$ cat src/rtl/registrador_pkg.sv
// Shared types for the registrador write/verify controller.
package registrador_pkg;

    localparam int REG_W = 4;

    typedef enum logic [1:0] {
        IDLE    = 2'd0,
        WRITE   = 2'd1,
        VERIFY  = 2'd2,
        RELEASE = 2'd3
    } ctrl_state_t;

endpackage

$ cat src/rtl/rr_arbitro.sv
// Combinational round-robin picker: the search starts at ptr and moves
// upward, wrapping from N-1 to 0.
module rr_arbitro #(
    parameter int N    = 4,
    parameter int IDXW = $clog2(N)
) (
    input  logic [N-1:0]    req,
    input  logic [IDXW-1:0] ptr,
    output logic [IDXW-1:0] winner,
    output logic            any
);

    localparam logic [IDXW:0] N_L = (IDXW+1)'(N);

    logic [2*N-1:0]  dbl;
    logic [N-1:0]    rot;
    logic [IDXW-1:0] off;
    logic [IDXW:0]   sum;

    // Doubling req makes a plain part-select behave as a rotate right by ptr.
    assign dbl = {req, req};
    assign rot = dbl[ptr +: N];
    assign any = |req;

    always_comb begin
        off = '0;
        for (int i = N-1; i >= 0; i--) begin
            if (rot[i]) off = IDXW'(i);
        end
    end

    assign sum    = {1'b0, ptr} + {1'b0, off};
    assign winner = (sum >= N_L) ? IDXW'(sum - N_L) : sum[IDXW-1:0];

endmodule

$ cat src/rtl/registrador_ctrl.sv
// Shares one W-bit registrador between N requesters: round-robin write,
// read back one cycle after capture, ack with a verify flag.
module registrador_ctrl
    import registrador_pkg::*;
#(
    parameter int N    = 4,
    parameter int W    = REG_W,
    parameter int IDXW = $clog2(N)
) (
    input  logic              clk,
    input  logic              rst,
    input  logic [N-1:0]      req,
    input  logic [N*W-1:0]    wdata,
    output logic [N-1:0]      ack,
    output logic              err,
    output logic              err_sticky,
    input  logic              err_clr,
    output logic [W-1:0]      reg_d,
    input  logic [W-1:0]      reg_q,
    output logic              busy,
    output logic [IDXW-1:0]   owner
);

    ctrl_state_t     state_q;
    logic [IDXW-1:0] owner_q, ptr_q, winner;
    logic [W-1:0]    regd_q, win_data;
    logic [N-1:0]    ack_q;
    logic            err_q, sticky_q;
    logic            any, mism;

    rr_arbitro #(.N(N), .IDXW(IDXW)) u_arb (
        .req    (req),
        .ptr    (ptr_q),
        .winner (winner),
        .any    (any)
    );

    always_comb begin
        win_data = '0;
        for (int i = 0; i < N; i++) begin
            if (winner == IDXW'(i)) win_data = wdata[i*W +: W];
        end
    end

    assign mism = (reg_q != regd_q);

    // reg_d only moves on the IDLE->WRITE edge so the registrador keeps its
    // content between transactions.
    always_ff @(posedge clk or negedge rst) begin
        if (!rst) begin
            state_q  <= IDLE;
            owner_q  <= '0;
            ptr_q    <= '0;
            regd_q   <= '0;
            ack_q    <= '0;
            err_q    <= 1'b0;
            sticky_q <= 1'b0;
        end else begin
            // A mismatch in VERIFY beats a same-cycle clear.
            sticky_q <= (sticky_q & ~err_clr) | ((state_q == VERIFY) & mism);
            case (state_q)
                IDLE: begin
                    if (any) begin
                        owner_q <= winner;
                        regd_q  <= win_data;
                        state_q <= WRITE;
                    end
                end
                WRITE: begin
                    state_q <= VERIFY;
                end
                VERIFY: begin
                    for (int i = 0; i < N; i++) begin
                        ack_q[i] <= (owner_q == IDXW'(i));
                    end
                    err_q   <= mism;
                    state_q <= RELEASE;
                end
                RELEASE: begin
                    ack_q   <= '0;
                    err_q   <= 1'b0;
                    ptr_q   <= (owner_q == IDXW'(N-1)) ? '0 : owner_q + 1'b1;
                    state_q <= IDLE;
                end
                default: state_q <= IDLE;
            endcase
        end
    end

    assign ack        = ack_q;
    assign err        = err_q;
    assign err_sticky = sticky_q;
    assign reg_d      = regd_q;
    assign busy       = (state_q != IDLE);
    assign owner      = owner_q;

endmodule

$ cat config.mk
export PLATFORM = sky130hd
export DESIGN_NAME = registrador_ctrl
export DESIGN_NICKNAME = d
export VERILOG_FILES = /design/src/rtl/registrador_pkg.sv /design/src/rtl/rr_arbitro.sv /design/src/rtl/registrador_ctrl.sv
export SDC_FILE = /design/constraint.sdc
export NUM_CORES = 1
export LEC_CHECK = 0
export BUFFER_PORTS_ARGS = -buffer_cell sky130_fd_sc_hd__buf_2
export CAP_MARGIN = 40
export CORE_ASPECT_RATIO = 0.75
export CORE_MARGIN = 2
export CORE_UTILIZATION = 48
export DETAILED_ROUTE_END_ITERATION = 6
export PLACE_DENSITY_LB_ADDON = 0.05
export SLEW_MARGIN = 10
export SYNTH_ARGS = -nofsm -noshare
export SYNTH_HDL_FRONTEND = slang
export SYNTH_HIERARCHICAL = 1
export SYNTH_SLANG_ARGS = --single-unit
$ cat constraint.sdc
create_clock -name clk -period 2.91 [get_ports clk]
set_input_delay 0.291 -clock clk [delete_from_list [all_inputs] [get_ports clk]]
set_output_delay 0.291 -clock clk [all_outputs]
set_load 0.05 [all_outputs]
Yosys cells after proc, flatten, opt, wreduce, memory -nomap -nowiden
Cells that the tools add are included.
{"block": "word_totals", "reg_bits": 16, "inputBits": 27, "output_inout_bits": 13, "word_cells": 48}
{"block": "classes", "add_sub_neg": 3, "magnitude_cmp": 1, "eq_ne": 11, "shifts": 1, "muxes": 14, "bitwise": 4, "n_reduce_logical": 7}
{"cell": "$mux W4", "n": 4}
{"cell": "$mux W2", "n": 7}
{"cell": "$eq A2 B2 Y1 const B", "n": 6}
{"cell": "$pmux W2 S4", "n": 1}
{"cell": "$pmux W4 S2", "n": 1}
{"cell": "$shiftx A8 B3 Y4", "n": 1}
{"cell": "$eq A2 B1 Y1 const B", "n": 3}
{"cell": "$logic_not A2 Y1", "n": 3}
{"cell": "$ne A4 B4 Y1", "n": 1}
{"cell": "$reduce_bool A2 Y1", "n": 2}
{"cell": "$reduce_or A4 Y1", "n": 1}
{"cell": "$add A2 B2 Y3", "n": 1}
{"cell": "$ge A3 B3 Y1 const B", "n": 1}
{"cell": "$add A2 B1 Y2 const B", "n": 1}
{"cell": "$and A1 B1 Y1", "n": 2}
{"cell": "$ne A2 B2 Y1 const B", "n": 1}
{"cell": "$pmux W1 S2", "n": 1}
{"cell": "$reduce_and A2 Y1", "n": 1}
{"cell": "$sub A2 B1 Y2 const B", "n": 1}
{"cell": "$not A1 Y1", "n": 1}
{"cell": "$or A1 B1 Y1", "n": 1}

Depth between registers and ports, before layout
{"block": "depth", "word_depth": 13, "depth_mapped": 10}

Cells and area by module
Netlist, hierarchy kept.
{"mod": "registrador_ctrl", "n_inst": 1, "cells_per_inst": 66, "area_each_um2": 875.8, "seq_area_each_um2": 400.4}
{"mod": "rr_arbitro", "n_inst": 1, "cells_per_inst": 27, "area_each_um2": 178.9, "seq_area_each_um2": 0.0}

Worst setup path before layout
No wires, ideal clock.
{"block": "synth_path", "kind": "flip-flop to flip-flop", "from": "register ptr_q[0]", "to": "register regd_q[0], in the netlist reg_d[0]", "t_arrival_ns": 2.112, "t_required_ns": 2.785, "setup_slack_ns": 0.673, "stages_incl_launch_ff": 11, "synth_period_minus_slack_ns": 2.237, "cell_sequence": "dfrtp_1 > buf_4 > nand2_1 > nor2_1 > o21ai_0 > o211ai_1 > ha_1 > xor2_1 > xnor2_1 > mux4_1 > mux2_2"}
{"block": "synth_between", "elab_chain_cells": 13, "word_cells_on_any_way": 17}
{"item": "start, declared", "line_no": "registrador_ctrl.sv:25", "source": "logic [IDXW-1:0] owner_q, ptr_q, winner;"}
{"item": "start signal, assigned", "line_no": "registrador_ctrl.sv:82", "source": "ptr_q <= (owner_q == IDXW'(N-1)) ? '0 : owner_q + 1'b1;"}
{"item": "$shiftx A8 B3 Y4", "line_no": "rr_arbitro.sv:22", "source": "assign rot = dbl[ptr +: N];"}
{"item": "$mux W2 (4 in series)", "line_no": "rr_arbitro.sv:28", "source": "if (rot[i]) off = IDXW'(i);"}
{"item": "$add A2 B2 Y3 (*)", "line_no": "rr_arbitro.sv:32", "source": "assign sum = {1'b0, ptr} + {1'b0, off};"}
{"item": "$ge A3 B3 Y1 or $sub A2 B1 Y2 (tied branches)", "line_no": "rr_arbitro.sv:33", "source": "assign winner = (sum >= N_L) ? IDXW'(sum - N_L) : sum[IDXW-1:0];"}
{"item": "$mux W2 (*)", "line_no": "rr_arbitro.sv:33"}
{"item": "via winner[1]", "line_no": "registrador_ctrl.sv:25"}
{"item": "$logic_not A2 Y1", "line_no": "registrador_ctrl.sv:41", "source": "if (winner == IDXW'(i)) win_data = wdata[i*W +: W];"}
{"item": "$mux W4 (3 in series)", "line_no": "registrador_ctrl.sv:41"}
{"item": "$mux W4 (*)", "line_no": "registrador_ctrl.sv:41"}
{"item": "end signal, assigned", "line_no": "registrador_ctrl.sv:65", "source": "regd_q <= win_data;"}
{"item": "end, declared", "line_no": "registrador_ctrl.sv:26", "source": "logic [W-1:0] regd_q, win_data;"}
The timed path passes the listed nets; every way through them passes the cells marked *.
A chain may end at the register's enable or synchronous reset.

Final worst setup path
Ends and elaborated chain as after synthesis.

==> flow_metrics.py <==
metrics = {
    "outcome": {
        "outcome": "finished clean",
    },
    "synth": {
        "ys_warn_count": 6,
        "synth-edff-count": 0,
        "synthMuxAreaShare": 0.243,
        "synthMostInstantiatedCell": "sky130_fd_sc_hd__dfrtp_1",
        "synth_top_family_by_area": "multiplexers",
        "yosys.area_share.adder": 0.107,
        "postSynthCellCount": 93,
        "post_synth_most_frequent_cells": "16 x sky130_fd_sc_hd__dfrtp_1, 9 x sky130_fd_sc_hd__ha_1, 8 x sky130_fd_sc_hd__nor2_1",
        "compound_gate_portion_of_the_synthesized_area": 0.0712,
        "synthSimpleGateAreaFrac": 0.110,
        "yosys.area_share.xor_xnor": 0.0498,
        "ys_seq_area_frac": 0.380,
        "syn_nets": 129,
        "synthArstFlopShare": 1.00,
        "synth_top_area_cell": "sky130_fd_sc_hd__dfrtp_1",
        "synth.distinct_cells": 28,
        "synth.cell_area_um2": 1050,
        "avgSynthCellArea_um2": 11.3,
        "synth_flop_cell": "sky130_fd_sc_hd__dfrtp_1",
        "synth.ff_latch_count": 16,
        "yosys-top-cells-area": "sky130_fd_sc_hd__dfrtp_1 38%, sky130_fd_sc_hd__ha_1 11%, sky130_fd_sc_hd__mux4_1 10%",
        "synth.top_cell.area_share": 0.380,
    },
    "global_routing": {
        "final_global_route_overflow_total": 0,
        "grt_first_pass_wirelength_mm": 3.66,
        "globalRouteMet2Util": 0.355,
        "grt_max_degree": 17,
        "global_route.usage.total": 0.194,
        "grt_antenna_before_repair": 0,
        "busiest_grt_layer": "met2",
        "grt.met1_usage": 0.225,
        "grt.met3_usage": 0.0556,
        "number_of_global_route_vias_before_repair": 843,
    },
    "timing": {
        "hold_viol_final": 0,
        "finalHoldWorstSlack_ns": 0.159,
        "timing.fmax_mhz": 406,
        "final.min_clock_period_ns": 2.46,
        "rsz_0062_raised_after_global_routing": "false",
        "worst_slew_margin_rel": 0.703,
        "finalSetupViolCount": 0,
        "min_period_over_period": 0.847,
        "finalSetupTns_ns": 0,
        "slew_viol_final": 0,
        "timing_worst_slew_pin_value_ns": 0.442,
        "fin_worst_skew_ns": 0.00863,
    },
    "worst_setup_path": {
        "critPathArrivalTime_ns": 2.64,
        "slowest_stage": "sky130_fd_sc_hd__dfrtp_1",
        "critPathCaptureType": "register",
        "ws_path_type": "reg2reg",
        "cp_cell_sequence": "nand2_1 > nor2_1 > o21ai_0 > o211ai_1 > ha_1 > xor2_1 > xnor2_1 > mux4_1 > mux2_2",
        "cpLargestDelayFamily": "multiplexers",
        "worst-path-max-fanout": 11,
        "worstSetupStartpointType": "register",
        "worst-endpoint-required_ns": 3.09,
        "cp_slowest_stage_delay_ns": 0.50,
        "crit_buf_inv": 0,
    },
    "power_and_ir_drop": {
        "powerDensity_nw_per_um2": 1200,
        "ir_drop_mv": 0.830,
        "total_power_uw": 1560,
        "cellLeakagePower_uw": 0.000654,
    },
    "cts": {
        "cts_buffer_count": 3,
        "cts_sinks": 16,
        "clkSlewWorstSetupHoldPaths_ns": 0.09,
        "root_buffer": "sky130_fd_sc_hd__clkbuf_4",
        "clock_tree.htree_level_count": 1,
        "clkLatencyLatePin_ns": 0.28,
        "post_cts_resized": 0,
        "cts_buffer_depth": 2,
        "tritoncts": "built",
    },
    "finish": {
        "fillers": 175,
        "final_layout_size_suffix_gt1_frac": 0.353,
        "layout.nets": 171,
        "antennaDiodeCount": 0,
        "layoutNonFillerInstCount": 157,
        "synthToLayoutAreaGrowth_pct": 23.0,
    },
    "placed_design": {
        "gp_routability_congestion": 0.819,
        "dp_hpwl_mm": 1.78,
        "dp_cells": 153,
        "port-buffer-count": 39,
    },
    "flow_run": {
        "cap_violations": 0,
    },
    "drt": {
        "vias_post_dr": 858,
        "wl_mm": 2.25,
        "dr.first_iter.drc_count": 20,
        "drcViolationCount": 0,
        "via_per_inst": 5.46,
        "wl_per_cell_um": 14.4,
        "first_pass_iters": 4,
        "antenna_nets_post_route": 0,
    },
    "min_path": {
        "worst_hold_path_type": "in2reg",
    },
    "floorplanning": {
        "ioPinCount": 40,
        "core_region_area_um2": 2050,
        "core.rowCount": 14,
        "die_area_um2": 2590,
        "chipHeight_um": 44.6,
        "die_w_um": 58.1,
        "initial_cell_density_of_the_core": 0.515,
    },
}
[power breakdown]
part	total, uW	switching, uW	internal, uW
logic	1010	614	393
registers	440	108	333
clock network	115	67.1	48.0
total	1560	789	773
[flip-flops by register name, summed over array words and instances (netlist names)]
| signal | count |
|---|---|
| ack | 4 |
| reg_d | 4 |
| owner | 2 |
| ptr_q | 2 |
| state_q | 2 |
| err | 1 |
| err_sticky | 1 |
[final timing paths]
check | start | to | slack, ns | cells past startpoint
worst max-delay path | ptr_q[0]$_DFFE_PN0N_ | reg_d[0]$_DFFE_PN0P_ | 0.45 | 9
worst min-delay path | err_clr | err_sticky$_DFF_PN0_ | 0.16 | 2
worst max register to register | ptr_q[0]$_DFFE_PN0N_ | reg_d[0]$_DFFE_PN0P_ | 0.45 | 9
worst min register to register | ack[3]$_DFFE_PN0P_ | ack[3]$_DFFE_PN0P_ | 0.52 | 2
max in group asynchronous | rst | state_q[1]$_DFFE_PN0P_ | 2.19 | 2
min in group asynchronous | rst | owner[1]$_DFFE_PN0P_ | 0.45 | 2
[placed cells by master (no fill, tap or decap), drive strengths merged]
cell	count
o21ai	2
a2111oi	1
nand2	3
mux2	9
a31oi	1
a211oi	1
inv	7
nor3	3
nor4	1
clkbuf	3
xnor2	1
nor2b	1
or3	1
xor2	5
mux2i	5
ha	9
dlygate4sd3	1
mux4	4
o41ai	1
a21oi	4
nor3b	2
nand2b	3
o211ai	1
nor2	8
buf	39
dfrtp	16
nand3b	1
[worst register-to-register path, cell delays in order (launching register included)]
cell	delay, ns
sky130_fd_sc_hd__dfrtp_1	0.50
sky130_fd_sc_hd__nand2_1	0.15
sky130_fd_sc_hd__nor2_1	0.04
sky130_fd_sc_hd__o21ai_0	0.17
sky130_fd_sc_hd__o211ai_1	0.12
sky130_fd_sc_hd__ha_1	0.20
sky130_fd_sc_hd__xor2_1	0.15
sky130_fd_sc_hd__xnor2_1	0.40
sky130_fd_sc_hd__mux4_1	0.37
sky130_fd_sc_hd__mux2_2	0.28
[per-layer routing]
| metal | vias up | wire length, um | share of wire |
|---|---|---|---|
| li1 | 414 | - | - |
| met2 | 31 | 1160 | 0.51 |
| met3 | 2 | 142 | 0.063 |
| met1 | 411 | 942 | 0.42 |
| met5 | - | 0 | 0 |
| met4 | 0 | 8 | 0.0036 |
[layout make-up]
type                    instances  area (um2)  area share
well taps                      24        30.0      0.0231
multi-input cells              67         613       0.473
inverters                       7        26.3      0.0203
clock buffers                   3        22.5      0.0174
flip-flops and latches         16         400       0.309
repair buffers                 40         205       0.158
[cells by family (layout without fill, tap and decap cells)]
kind of cell             Yosys count  after routing
buffers and inverters             10             50
flip-flops                        16             16
AO/OA/AOI/OAI                     11             11
AND/OR/NAND/NOR                   23             23
adder cells (fa/ha/maj)            9              9
multiplexers                      18             18
XOR/XNOR                           6              6
[timing repair]
| item | in CTS | in global routing |
|---|---|---|
| buffers inserted | 0 | 0 |
| endpoints found under the hold margin | 16 | 0 |
| hold buffers | 1 | 0 |
[through the flow]
step / setup slack [ns] / instance area (um2) / util
after floorplan: 0.673 / 1050 / -
after global placement: 0.547 / 1260 / 0.617
after detailed placement: 0.459 / 1260 / 0.617
after CTS: 0.449 / 1300 / 0.633
after global routing: 0.256 / 1300 / 0.633
final: 0.446 / 1300 / 0.633
Note: power is estimated with default switching activity, not from simulation.
